**src/rtl/clock_divider_multi.sv**
```systemverilog
// Multi-channel runtime-programmable clock divider with staged, boundary-applied ratio changes.
// Optional phase alignment through the sync input is compiled in with CLOCK_DIVIDER_SYNC_EN.
module clock_divider_multi #(
    parameter int CHANNELS         = 4,
    parameter int DIV_WIDTH        = 8,
    parameter int DEFAULT_DIVISION = 2
) (
    input  logic                 input_clock,
    input  logic                 reset,
    input  logic [CHANNELS-1:0]  enable,
    input  logic                 sync,
    input  logic                 cfg_valid,
    input  logic [3:0]           cfg_channel,
    input  logic [DIV_WIDTH-1:0] cfg_divisor,
    output logic                 cfg_ready,
    output logic [CHANNELS-1:0]  cfg_pending,
    output logic [CHANNELS-1:0]  output_clock,
    output logic [CHANNELS-1:0]  output_tick
);

    localparam logic [DIV_WIDTH-1:0] DEFAULT_N = DIV_WIDTH'(DEFAULT_DIVISION);
    localparam logic [DIV_WIDTH-1:0] ONE       = DIV_WIDTH'(1);
    localparam logic [DIV_WIDTH:0]   ONE_WIDE  = (DIV_WIDTH + 1)'(1);

`ifndef CLOCK_DIVIDER_SYNC_EN
    logic unused_sync;
    assign unused_sync = sync;
`endif

    // Out-of-range channel indices never match, so such writes are accepted and dropped.
    always_comb begin
        cfg_ready = 1'b1;
        for (int i = 0; i < CHANNELS; i++) begin
            if (cfg_channel == 4'(i)) begin
                cfg_ready = ~cfg_pending[i];
            end
        end
    end

    for (genvar c = 0; c < CHANNELS; c++) begin : g_channel
        logic [DIV_WIDTH-1:0] ratio;
        logic [DIV_WIDTH-1:0] shadow;
        logic [DIV_WIDTH-1:0] cnt;
        logic [DIV_WIDTH-1:0] ratio_eff;
        logic [DIV_WIDTH:0]   high_len;
        logic                 pending;
        logic                 clock_q;
        logic                 tick_q;
        logic                 sync_hit;
        logic                 accept;
        logic                 running;
        logic                 at_wrap;

`ifdef CLOCK_DIVIDER_SYNC_EN
        assign sync_hit = sync;
`else
        assign sync_hit = 1'b0;
`endif

        // A sync pulse folds any staged ratio in first so the aligned period already uses it.
        assign ratio_eff = (sync_hit && pending) ? shadow : ratio;
        assign running   = enable[c] && (ratio_eff != '0);
        assign high_len  = ({1'b0, ratio_eff} + ONE_WIDE) >> 1;
        assign at_wrap   = (cnt == ratio_eff - ONE);
        assign accept    = cfg_valid && cfg_ready && (cfg_channel == 4'(c));

        always_ff @(posedge input_clock) begin
            if (reset) begin
                ratio   <= DEFAULT_N;
                shadow  <= '0;
                pending <= 1'b0;
                cnt     <= '0;
                clock_q <= 1'b0;
                tick_q  <= 1'b0;
            end else begin
                if (!running) begin
                    cnt     <= '0;
                    clock_q <= 1'b0;
                    tick_q  <= 1'b0;
                    if (pending) begin
                        ratio   <= shadow;
                        pending <= 1'b0;
                    end
                end else if (sync_hit) begin
                    tick_q  <= 1'b1;
                    clock_q <= 1'b1;
                    cnt     <= (ratio_eff == ONE) ? '0 : ONE;
                    ratio   <= ratio_eff;
                    pending <= 1'b0;
                end else begin
                    tick_q  <= (cnt == '0);
                    clock_q <= ({1'b0, cnt} < high_len);
                    if (at_wrap) begin
                        cnt <= '0;
                        if (pending) begin
                            ratio   <= shadow;
                            pending <= 1'b0;
                        end
                    end else begin
                        cnt <= cnt + ONE;
                    end
                end
                // Accept only happens with pending low, so it never races an apply.
                if (accept) begin
                    shadow  <= cfg_divisor;
                    pending <= 1'b1;
                end
            end
        end

        assign cfg_pending[c]  = pending;
        assign output_clock[c] = clock_q;
        assign output_tick[c]  = tick_q;
    end

endmodule

```
**config.mk**
```make
export PLATFORM = sky130hd
export DESIGN_NAME = clock_divider_multi
export DESIGN_NICKNAME = d
export VERILOG_FILES = /design/src/rtl/clock_divider_multi.sv
export SDC_FILE = /design/constraint.sdc
export NUM_CORES = 1
export LEC_CHECK = 0
export CAP_MARGIN = 30
export CORE_MARGIN = 1.5
export CORE_UTILIZATION = 38
export CTS_CLUSTER_SIZE = 30
export DETAILED_ROUTE_END_ITERATION = 10
export GPL_ROUTABILITY_DRIVEN = 0
export MAX_ROUTING_LAYER = met4
export PLACE_DENSITY_LB_ADDON = 0.08
export RECOVER_POWER = 25
export SYNTH_ARGS = -nofsm -noshare
export SYNTH_HDL_FRONTEND = slang
export SYNTH_SLANG_ARGS = --single-unit
```
**constraint.sdc**
```tcl
create_clock -name input_clock -period 2.9 [get_ports input_clock]
set_input_delay 0.58 -clock input_clock [delete_from_list [all_inputs] [get_ports input_clock]]
set_output_delay 0.58 -clock input_clock [all_outputs]
set_load 0.02 [all_outputs]
```
==> results of run 1 <==
metrics by stage:
| stage | hold slack (ns) | setup slack [ns] | instance area (um2) |
|---|---|---|---|
| 2_1_floorplan | 0.434 | 0.177 | 6490 |
| 3_5_place_dp | 0.453 | 0.0536 | 6920 |
| 6_report | 0.465 | 0.0679 | 7190 |
| 5_1_grt | 0.481 | 0.00542 | 7190 |
| 4_1_cts | 0.465 | 0.0536 | 7200 |
| 3_3_place_gp | 0.447 | 0.0607 | 6920 |
final cells by class:
class | instances | area [um2] | share of cell area, %
inverters | 27 | 101 | 1.41
well taps | 220 | 275 | 3.83
clock buffers | 12 | 236 | 3.29
repair buffers | 52 | 448 | 6.23
clock inverters | 4 | 50.0 | 0.696
flip-flops and latches | 108 | 2160 | 30.1
multi-input cells | 554 | 3910 | 54.5
power by group through the flow:
stage / logic [W] / registers (W) / clock network [W]
2_1_floorplan: 0.000154 / 0.00155 / 0
3_3_place_gp: 0.000231 / 0.00156 / 0
3_5_place_dp: 0.000234 / 0.00156 / 0
4_1_cts: 0.000235 / 0.00152 / 0.00128
5_1_grt: 0.000253 / 0.00153 / 0.00133
6_report: 0.000227 / 0.00152 / 0.00123
metal layers:
metal,vias to the layer above,share of wire (%),track usage (%)
li1,2577,-,-
met1,2341,46,20.4
met2,74,50,30.1
met3,18,2.6,3.77
met4,0,1.6,4.83
met5,-,0,-
state kept, by name, indices dropped and copies added (netlist names):
name               count
g_channel.ratio       32
g_channel.cnt         32
g_channel.pending      4
g_channel.shadow      32
g_channel.tick_q       4
g_channel.clock_q      4
logic make-up (layout without fill, tap and decap cells):
| kind of cell | count (synthesis) | count (layout) | synth area share (%) |
|---|---|---|---|
| compound gates | 90 | 90 | 10.9 |
| xor+xnor | 84 | 84 | 11.3 |
| fa+ha+maj | 44 | 44 | 8.48 |
| buf+inv | 93 | 95 | 6.38 |
| flops | 108 | 108 | 33.3 |
| mux | 61 | 61 | 9.60 |
| simple gates | 275 | 275 | 20.0 |
final timing paths:
path	start	endpoint	cells past startpoint
worst max-delay path	cfg_channel[0]	cfg_ready	4
worst min-delay path	g_channel[0].shadow[6]	g_channel[0].ratio[6]	2
worst max register to register	g_channel[2].ratio[1]	g_channel[2].ratio[6]	9
worst min register to register	g_channel[0].shadow[6]	g_channel[0].ratio[6]	2
worst min-delay path, delay by kind of cell (launching register included):
family | cells | cell delay (ns)
flip-flops | 1 | 0.31
AND/OR/NAND/NOR | 1 | 0.05
multiplexers | 1 | 0.05
synth_stat cells (4+ instances only):
master / count
sky130_fd_sc_hd__nand3_1: 33
sky130_fd_sc_hd__or3_1: 4
sky130_fd_sc_hd__a211oi_1: 10
sky130_fd_sc_hd__nor4b_1: 4
sky130_fd_sc_hd__o21ai_0: 6
sky130_fd_sc_hd__xor2_1: 50
sky130_fd_sc_hd__nor2_1: 90
sky130_fd_sc_hd__nand4_1: 8
sky130_fd_sc_hd__nor3_1: 19
sky130_fd_sc_hd__mux2i_1: 60
sky130_fd_sc_hd__a21o_1: 10
sky130_fd_sc_hd__ha_1: 44
sky130_fd_sc_hd__xnor2_1: 34
sky130_fd_sc_hd__a21oi_1: 10
sky130_fd_sc_hd__clkbuf_1: 47
sky130_fd_sc_hd__o21bai_1: 6
sky130_fd_sc_hd__nand2b_1: 14
sky130_fd_sc_hd__inv_1: 26
sky130_fd_sc_hd__buf_4: 12
sky130_fd_sc_hd__dfxtp_1: 108
sky130_fd_sc_hd__o211ai_1: 4
sky130_fd_sc_hd__o211a_1: 4
sky130_fd_sc_hd__nand2_1: 72
sky130_fd_sc_hd__and3_1: 12
sky130_fd_sc_hd__buf_2: 4
sky130_fd_sc_hd__o2111ai_1: 4
what timing repair did:
item                       in CTS  in global routing
hold endpoints to repair        0                  0
gates resized for setup         0                  2
setup endpoints to repair       0                 15
==> metrics.txt, run 1 <==
# TYPE chip_impl_metric gauge
chip_impl_info{name="outcome",value="completed"} 1
chip_impl_metric{name="synth_warnings",unit=""} 0
chip_impl_metric{name="grt_pass1_wl",unit="um"} 24300
chip_impl_metric{name="final_core_utilization",unit="%"} 43.2
chip_impl_metric{name="postCtsSetupBuffers",unit=""} 0
chip_impl_metric{name="die_y",unit="um"} 134
chip_impl_metric{name="setup_tns",unit="ns"} 0
chip_impl_metric{name="final_layout_size_suffix_gt1_share",unit="%"} 6.21
chip_impl_info{name="setup.worst_path.class",value="in2out"} 1
chip_impl_metric{name="power_density_over_the_cells",unit="nW/um2"} 415
chip_impl_metric{name="largest_net_degree_at_the_start_of_global_routing",unit=""} 53
chip_impl_metric{name="numPlacedInstances",unit=""} 961
chip_impl_metric{name="distinct_cells_synth",unit=""} 59
chip_impl_metric{name="ctsHtreeMaxLevel",unit=""} 3
chip_impl_info{name="most_instantiated_flip_flop_cell_in_the_synthesis_netlist",value="sky130_fd_sc_hd__dfxtp_1"} 1
chip_impl_info{name="cp_common_cell",value="sky130_fd_sc_hd__clkdlybuf4s50_1"} 1
chip_impl_metric{name="relSlewSlack",unit="%"} 55.7
chip_impl_metric{name="floorplan.die_area",unit="um2"} 17900
chip_impl_metric{name="netlist_instances",unit=""} 755
chip_impl_info{name="critical_path.cell_chain",value="clkdlybuf4s50_1 -> mux4_2 -> nand2_1 -> clkdlybuf4s50_1"} 1
chip_impl_metric{name="place.port_buffers",unit=""} 31
chip_impl_info{name="final_common_cell",value="sky130_fd_sc_hd__dfxtp_1"} 1
chip_impl_metric{name="detail_route.drc_violations",unit=""} 0
chip_impl_metric{name="clock_tree.buffer_depth",unit=""} 2
chip_impl_info{name="timing.hold.worst.class",value="reg2reg"} 1
chip_impl_metric{name="grt_pass1_vias",unit=""} 4938
chip_impl_metric{name="path_clk_slew",unit="ns"} 0.07
chip_impl_metric{name="worst_path_buf_inv",unit=""} 2
chip_impl_metric{name="synth_top_area_share",unit="%"} 33.3
chip_impl_metric{name="max_freq",unit="MHz"} 353
chip_impl_metric{name="route.detailed.wl_per_inst",unit="um"} 14.8
chip_impl_metric{name="critical_path_peak_fanout",unit=""} 2
chip_impl_info{name="synthTopCellsByArea",value="sky130_fd_sc_hd__dfxtp_1 33%, sky130_fd_sc_hd__mux2i_1 9.3%, sky130_fd_sc_hd__ha_1 8.5%"} 1
chip_impl_metric{name="layout_min_cycle_time",unit="ns"} 2.83
chip_impl_metric{name="synth_seq_cells",unit=""} 108
chip_impl_metric{name="grt_remaining_overflow",unit=""} 0
chip_impl_metric{name="timing.final.crit_share",unit="%"} 97.7
chip_impl_metric{name="pin_count",unit=""} 33
chip_impl_metric{name="layout.nets",unit=""} 816
chip_impl_metric{name="area_growth",unit="%"} 10.7
chip_impl_metric{name="start_util",unit="%"} 39.0
chip_impl_info{name="cp_slowest_cell",value="sky130_fd_sc_hd__clkdlybuf4s50_1"} 1
chip_impl_metric{name="tightestPinTransition",unit="ns"} 0.659
chip_impl_metric{name="netsw",unit="W"} 0.000704
chip_impl_info{name="ctsRootBufferMaster",value="sky130_fd_sc_hd__clkbuf_16"} 1
chip_impl_info{name="cts_tree",value="done"} 1
chip_impl_metric{name="synth_nets",unit=""} 819
chip_impl_metric{name="detail_route.first_pass.iterations",unit=""} 4
chip_impl_metric{name="reg2reg_slack",unit="ns"} 0.19
chip_impl_metric{name="routed_wire_length",unit="um"} 14400
chip_impl_info{name="critPathTopFamily",value="buffers and inverters"} 1
chip_impl_metric{name="core_area",unit="um2"} 16600
chip_impl_metric{name="power.share.sequential",unit="%"} 51.1
chip_impl_metric{name="insertion_delay",unit="ns"} 0.36
chip_impl_metric{name="sw_frac_of_total",unit="%"} 23.6
chip_impl_metric{name="synth.avg_cell_area",unit="um2"} 8.60
chip_impl_metric{name="routed_via_density",unit=""} 5.13
chip_impl_metric{name="detailroute.via_count",unit=""} 5010
chip_impl_metric{name="p_int",unit="W"} 0.00228
chip_impl_metric{name="arrival",unit="ns"} 2.25
chip_impl_metric{name="hold_violations",unit=""} 0
chip_impl_info{name="layout_common_cells",value="108 x sky130_fd_sc_hd__dfxtp_1, 90 x sky130_fd_sc_hd__nor2_1, 72 x sky130_fd_sc_hd__nand2_1"} 1
chip_impl_info{name="critical_path.endpoint_type",value="primary output"} 1
chip_impl_metric{name="max_stage_delay_on_crit_path",unit="ns"} 0.60
chip_impl_info{name="yosysTopAreaCell",value="sky130_fd_sc_hd__dfxtp_1"} 1
chip_impl_metric{name="clock-skew-final",unit="ns"} 0.00471
chip_impl_metric{name="maxSlewViolCount",unit=""} 0
chip_impl_metric{name="route.antenna.remaining_nets",unit=""} 0
chip_impl_metric{name="synth_sequential_area_ratio",unit="%"} 33.3
chip_impl_metric{name="cts_buffers",unit=""} 9
chip_impl_metric{name="number_of_max_capacitance_violations_reported",unit=""} 0
chip_impl_metric{name="number_of_antenna_violations_at_the_first_check_in_global_routing",unit=""} 0
chip_impl_metric{name="postSynth.asyncResetShare",unit="%"} 0
chip_impl_metric{name="p_comb_share",unit="%"} 7.6
chip_impl_metric{name="dp.final_hpwl",unit="um"} 10500
chip_impl_metric{name="number_of_flops_mapped_to_enable_cells_by_yosys",unit=""} 0
chip_impl_metric{name="nFillCells",unit=""} 1630
chip_impl_metric{name="totalPowerFinal",unit="W"} 0.00298
chip_impl_metric{name="share_clk_of_total_power",unit="%"} 41.3
chip_impl_metric{name="fp.dieW",unit="um"} 134
chip_impl_info{name="crit_path_start_kind",value="input pin"} 1
chip_impl_metric{name="mappedNetlistArea",unit="um2"} 6490
chip_impl_metric{name="timing.final.setup_violations",unit=""} 0
chip_impl_metric{name="irDropWorstVdd",unit="uV"} 280
chip_impl_metric{name="post_layout_nonfiller_instances",unit=""} 977
chip_impl_metric{name="drt_first_iter_violations",unit=""} 256
chip_impl_metric{name="floorplan.rows",unit=""} 47
chip_impl_metric{name="antennaDiodeCount",unit=""} 0
chip_impl_metric{name="static-leakage-power",unit="nW"} 3.02
chip_impl_metric{name="clock_sink_count",unit=""} 108
chip_impl_metric{name="ctsHoldBuffers",unit=""} 0
chip_impl_info{name="grt_setup_unrepaired",value="false"} 1
chip_impl_metric{name="critical_path_required",unit="ns"} 2.32
chip_impl_metric{name="globalRouteTotalUtil",unit="%"} 17.4
Power figures use the tool's default switching activity.
==> run 2, diff against run 1 <==
CAP_MARGIN = 20   (was 30)
CORE_UTILIZATION = 55   (was 38)
==> run 2 against run 1 <==
Clock power is 7% higher. Die area decreased by 30%. Combinational power about the same. First-iteration DRC count grew 8.2%. Setup slack better by 0.11 ns. Sequential share of layout area grew 0.21 points. Highest routed layer unchanged. Routed wire length decreased by 5.9%. Sequential cell count unchanged. Count of clock-buffer cells in the layout down 1. Sequential power barely moved. Global-route usage up 6.7 points.
==> metrics.txt, run 2 (synthesis results as in run 1) <==
# TYPE chip_impl_metric gauge
chip_impl_info{name="outcome",value="completed"} 1
chip_impl_metric{name="start_util",unit="%"} 56.6
chip_impl_info{name="timing.critical_path.from",value="g_channel[3].ratio[0]"} 1
chip_impl_metric{name="grt_pass1_wl",unit="um"} 23900
chip_impl_metric{name="route.detailed.wl_per_inst",unit="um"} 15.1
chip_impl_metric{name="p_int",unit="W"} 0.00237
chip_impl_metric{name="detail_route.first_pass.iterations",unit=""} 4
chip_impl_metric{name="clock-skew-final",unit="ns"} 0.00831
chip_impl_metric{name="core_area",unit="um2"} 11500
chip_impl_metric{name="route.met3.wl",unit="um"} 279
chip_impl_metric{name="routed_via_density",unit=""} 5.55
chip_impl_info{name="highest_layer",value="met4"} 1
chip_impl_metric{name="detailroute.via_count",unit=""} 4976
chip_impl_info{name="timing.hold.worst.class",value="reg2reg"} 1
chip_impl_metric{name="globalRouteTotalUtil",unit="%"} 24.1
chip_impl_metric{name="number_of_antenna_violations_at_the_first_check_in_global_routing",unit=""} 0
chip_impl_metric{name="dp.final_hpwl",unit="um"} 9980
chip_impl_metric{name="max_freq",unit="MHz"} 368
chip_impl_metric{name="pnr_worst_setup_slack",unit="ns"} 0.180
chip_impl_metric{name="p_comb_share",unit="%"} 7.4
chip_impl_metric{name="routed-wl-met2",unit="um"} 6830
chip_impl_metric{name="tightestPinTransition",unit="ns"} 0.682
chip_impl_metric{name="critical_path_peak_fanout",unit=""} 8
chip_impl_info{name="final_common_cell",value="sky130_fd_sc_hd__dfxtp_1"} 1
chip_impl_metric{name="arrival",unit="ns"} 2.99
chip_impl_metric{name="nFillCells",unit=""} 992
chip_impl_metric{name="route.antenna.remaining_nets",unit=""} 0
chip_impl_info{name="crit_path_start_kind",value="register"} 1
chip_impl_info{name="crit_end",value="g_channel[3].ratio[2]"} 1
chip_impl_metric{name="multi_input_area",unit="um2"} 3930
chip_impl_metric{name="layout.nets",unit=""} 813
chip_impl_metric{name="grt_remaining_overflow",unit=""} 0
chip_impl_metric{name="place.port_buffers",unit=""} 31
chip_impl_metric{name="pin_count",unit=""} 33
chip_impl_metric{name="worstRegToRegCells",unit=""} 9
chip_impl_metric{name="reg2reg_slack",unit="ns"} 0.18
chip_impl_metric{name="share_clk_of_total_power",unit="%"} 43.0
chip_impl_info{name="cts_tree",value="done"} 1
chip_impl_info{name="layout_common_cells",value="108 x sky130_fd_sc_hd__dfxtp_1, 90 x sky130_fd_sc_hd__nor2_1, 72 x sky130_fd_sc_hd__nand2_1"} 1
chip_impl_info{name="ctsRootBufferMaster",value="sky130_fd_sc_hd__clkbuf_16"} 1
chip_impl_metric{name="timing.final.setup_violations",unit=""} 0
chip_impl_metric{name="postCtsSetupBuffers",unit=""} 0
chip_impl_metric{name="floorplan.die_area",unit="um2"} 12500
chip_impl_info{name="largest_registers",value="g_channel.cnt (32), g_channel.ratio (32), g_channel.shadow (32)"} 1
chip_impl_metric{name="detail_route.drc_violations",unit=""} 0
chip_impl_metric{name="power_density_over_the_cells",unit="nW/um2"} 429
chip_impl_metric{name="maxSlewViolCount",unit=""} 0
chip_impl_metric{name="routed_wire_length",unit="um"} 13600
chip_impl_metric{name="clock_sink_count",unit=""} 108
chip_impl_metric{name="minimum_setup_slack_after_placement",unit="ns"} 0.0618
chip_impl_info{name="critical_path.endpoint_type",value="register"} 1
chip_impl_metric{name="die_y",unit="um"} 112
chip_impl_metric{name="critical_path_required",unit="ns"} 3.17
chip_impl_info{name="grt_setup_unrepaired",value="false"} 1
chip_impl_metric{name="postPlaceCellArea",unit="um2"} 6810
chip_impl_metric{name="fp.dieW",unit="um"} 112
chip_impl_metric{name="drt_first_iter_violations",unit=""} 277
chip_impl_metric{name="hold_violations",unit=""} 0
chip_impl_metric{name="number_of_max_capacitance_violations_reported",unit=""} 0
chip_impl_metric{name="cts_buffers",unit=""} 9
chip_impl_metric{name="power.share.sequential",unit="%"} 49.7
chip_impl_metric{name="drt-met1-wl",unit="um"} 6360
chip_impl_metric{name="antennaDiodeCount",unit=""} 0
chip_impl_metric{name="static-leakage-power",unit="nW"} 3.04
chip_impl_metric{name="path_clk_slew",unit="ns"} 0.07
chip_impl_metric{name="netsw",unit="W"} 0.000695
chip_impl_metric{name="floorplan.rows",unit=""} 39
chip_impl_metric{name="area.sequential",unit="um2"} 2160
chip_impl_metric{name="ctsHtreeMaxLevel",unit=""} 3
chip_impl_info{name="setup.worst_path.class",value="reg2reg"} 1
chip_impl_metric{name="sw_frac_of_total",unit="%"} 22.7
chip_impl_metric{name="setup_tns",unit="ns"} 0
chip_impl_metric{name="layout_min_cycle_time",unit="ns"} 2.72
chip_impl_metric{name="relSlewSlack",unit="%"} 54.4
chip_impl_metric{name="final_layout_size_suffix_gt1_share",unit="%"} 6.10
chip_impl_metric{name="insertion_delay",unit="ns"} 0.35
chip_impl_metric{name="irDropWorstVdd",unit="uV"} 402
chip_impl_metric{name="fin_area",unit="um2"} 7140
chip_impl_metric{name="largest_net_degree_at_the_start_of_global_routing",unit=""} 53
chip_impl_metric{name="area_growth",unit="%"} 9.92
chip_impl_metric{name="ctsHoldBuffers",unit=""} 0
chip_impl_metric{name="clock_tree.buffer_depth",unit=""} 2
chip_impl_info{name="r2r_end",value="g_channel[3].ratio[2]"} 1
chip_impl_metric{name="timing.final.crit_share",unit="%"} 93.8
chip_impl_info{name="worst_r2r_startpoint",value="g_channel[3].ratio[0]"} 1
chip_impl_metric{name="grt_pass1_vias",unit=""} 5039
-- run 2: changes by cell type in the layout (fill, tap and decap cells not counted), moves of 2 or more --
cell	previous run	this run
sky130_fd_sc_hd__clkdlybuf4s50_1	19	16
sky130_fd_sc_hd__buf_4	17	15
sky130_fd_sc_hd__dlygate4sd3_1	11	13
sky130_fd_sc_hd__clkbuf_1	7	4
-- run 2: how the worst min path moves through the flow --
stage / from / to / cells after the start
after CTS: g_channel[0].shadow[4] / g_channel[0].ratio[4] / 2
after detailed placement: g_channel[0].shadow[4] / g_channel[0].ratio[4] / 2
final: g_channel[0].shadow[4] / g_channel[0].ratio[4] / 2
after global routing: g_channel[0].shadow[0] / g_channel[0].ratio[0] / 2
after global placement: g_channel[0].shadow[5] / g_channel[0].ratio[5] / 2
after floorplan: g_channel[0].shadow[0] / g_channel[0].ratio[0] / 2
-- run 2: area by class of cell --
type                    count  area share (%)
well taps                 143            2.51
clock buffers              11            3.26
repair buffers             49            6.28
multi-input cells         554            55.0
inverters                  27            1.42
flip-flops and latches    108            30.3
clock inverters             5            1.19
-- run 2: per-layer routing --
layer / up-vias / track usage, %
met4: 0 / 5.99
met3: 10 / 5.33
met5: - / -
met2: 45 / 40.9
met1: 2351 / 29.1
li1: 2570 / -
-- run 2: what timing repair did --
item                       4_1_cts  5_1_grt
hold endpoints to repair         0        0
setup endpoints to repair        0       17
gates resized for setup          0        3
-- run 2: critical path, stage by stage (launching register included) --
cell and delay [ns]:
sky130_fd_sc_hd__dfxtp_1 0.31, sky130_fd_sc_hd__inv_1 0.08, sky130_fd_sc_hd__ha_1 0.25, sky130_fd_sc_hd__or4b_2 0.64
sky130_fd_sc_hd__or3_1 0.37, sky130_fd_sc_hd__a22oi_1 0.16, sky130_fd_sc_hd__o211a_1 0.28, sky130_fd_sc_hd__o21a_1 0.15
sky130_fd_sc_hd__buf_4 0.19, sky130_fd_sc_hd__mux2i_1 0.22
-- run 2: power by group through the flow --
stage	combinational, W	clock, W	sequential (W)
4_1_cts	0.000230	0.00135	0.00152
5_1_grt	0.000250	0.00142	0.00153
6_report	0.000225	0.00132	0.00152
2_1_floorplan	0.000154	0	0.00155
3_5_place_dp	0.000229	0	0.00156
3_3_place_gp	0.000226	0	0.00156
-- run 2: metrics by stage --
step                hold slack (ns)  cells  power (W)  utilization [%]
detailed placement            0.445    881    0.00179             59.4
global placement              0.442    881    0.00178             59.4
CTS                           0.456    897    0.00311             62.2
global route                  0.480    897    0.00319             62.2
floorplan                     0.434    755    0.00171                -
finish                        0.456    897    0.00306             62.2
==> run 3, diff against run 2 <==
GPL_ROUTABILITY_DRIVEN = unset   (was 0)
==> results of run 3 <==
No change in the layout: final DEF, timing and power equal those of run 2.
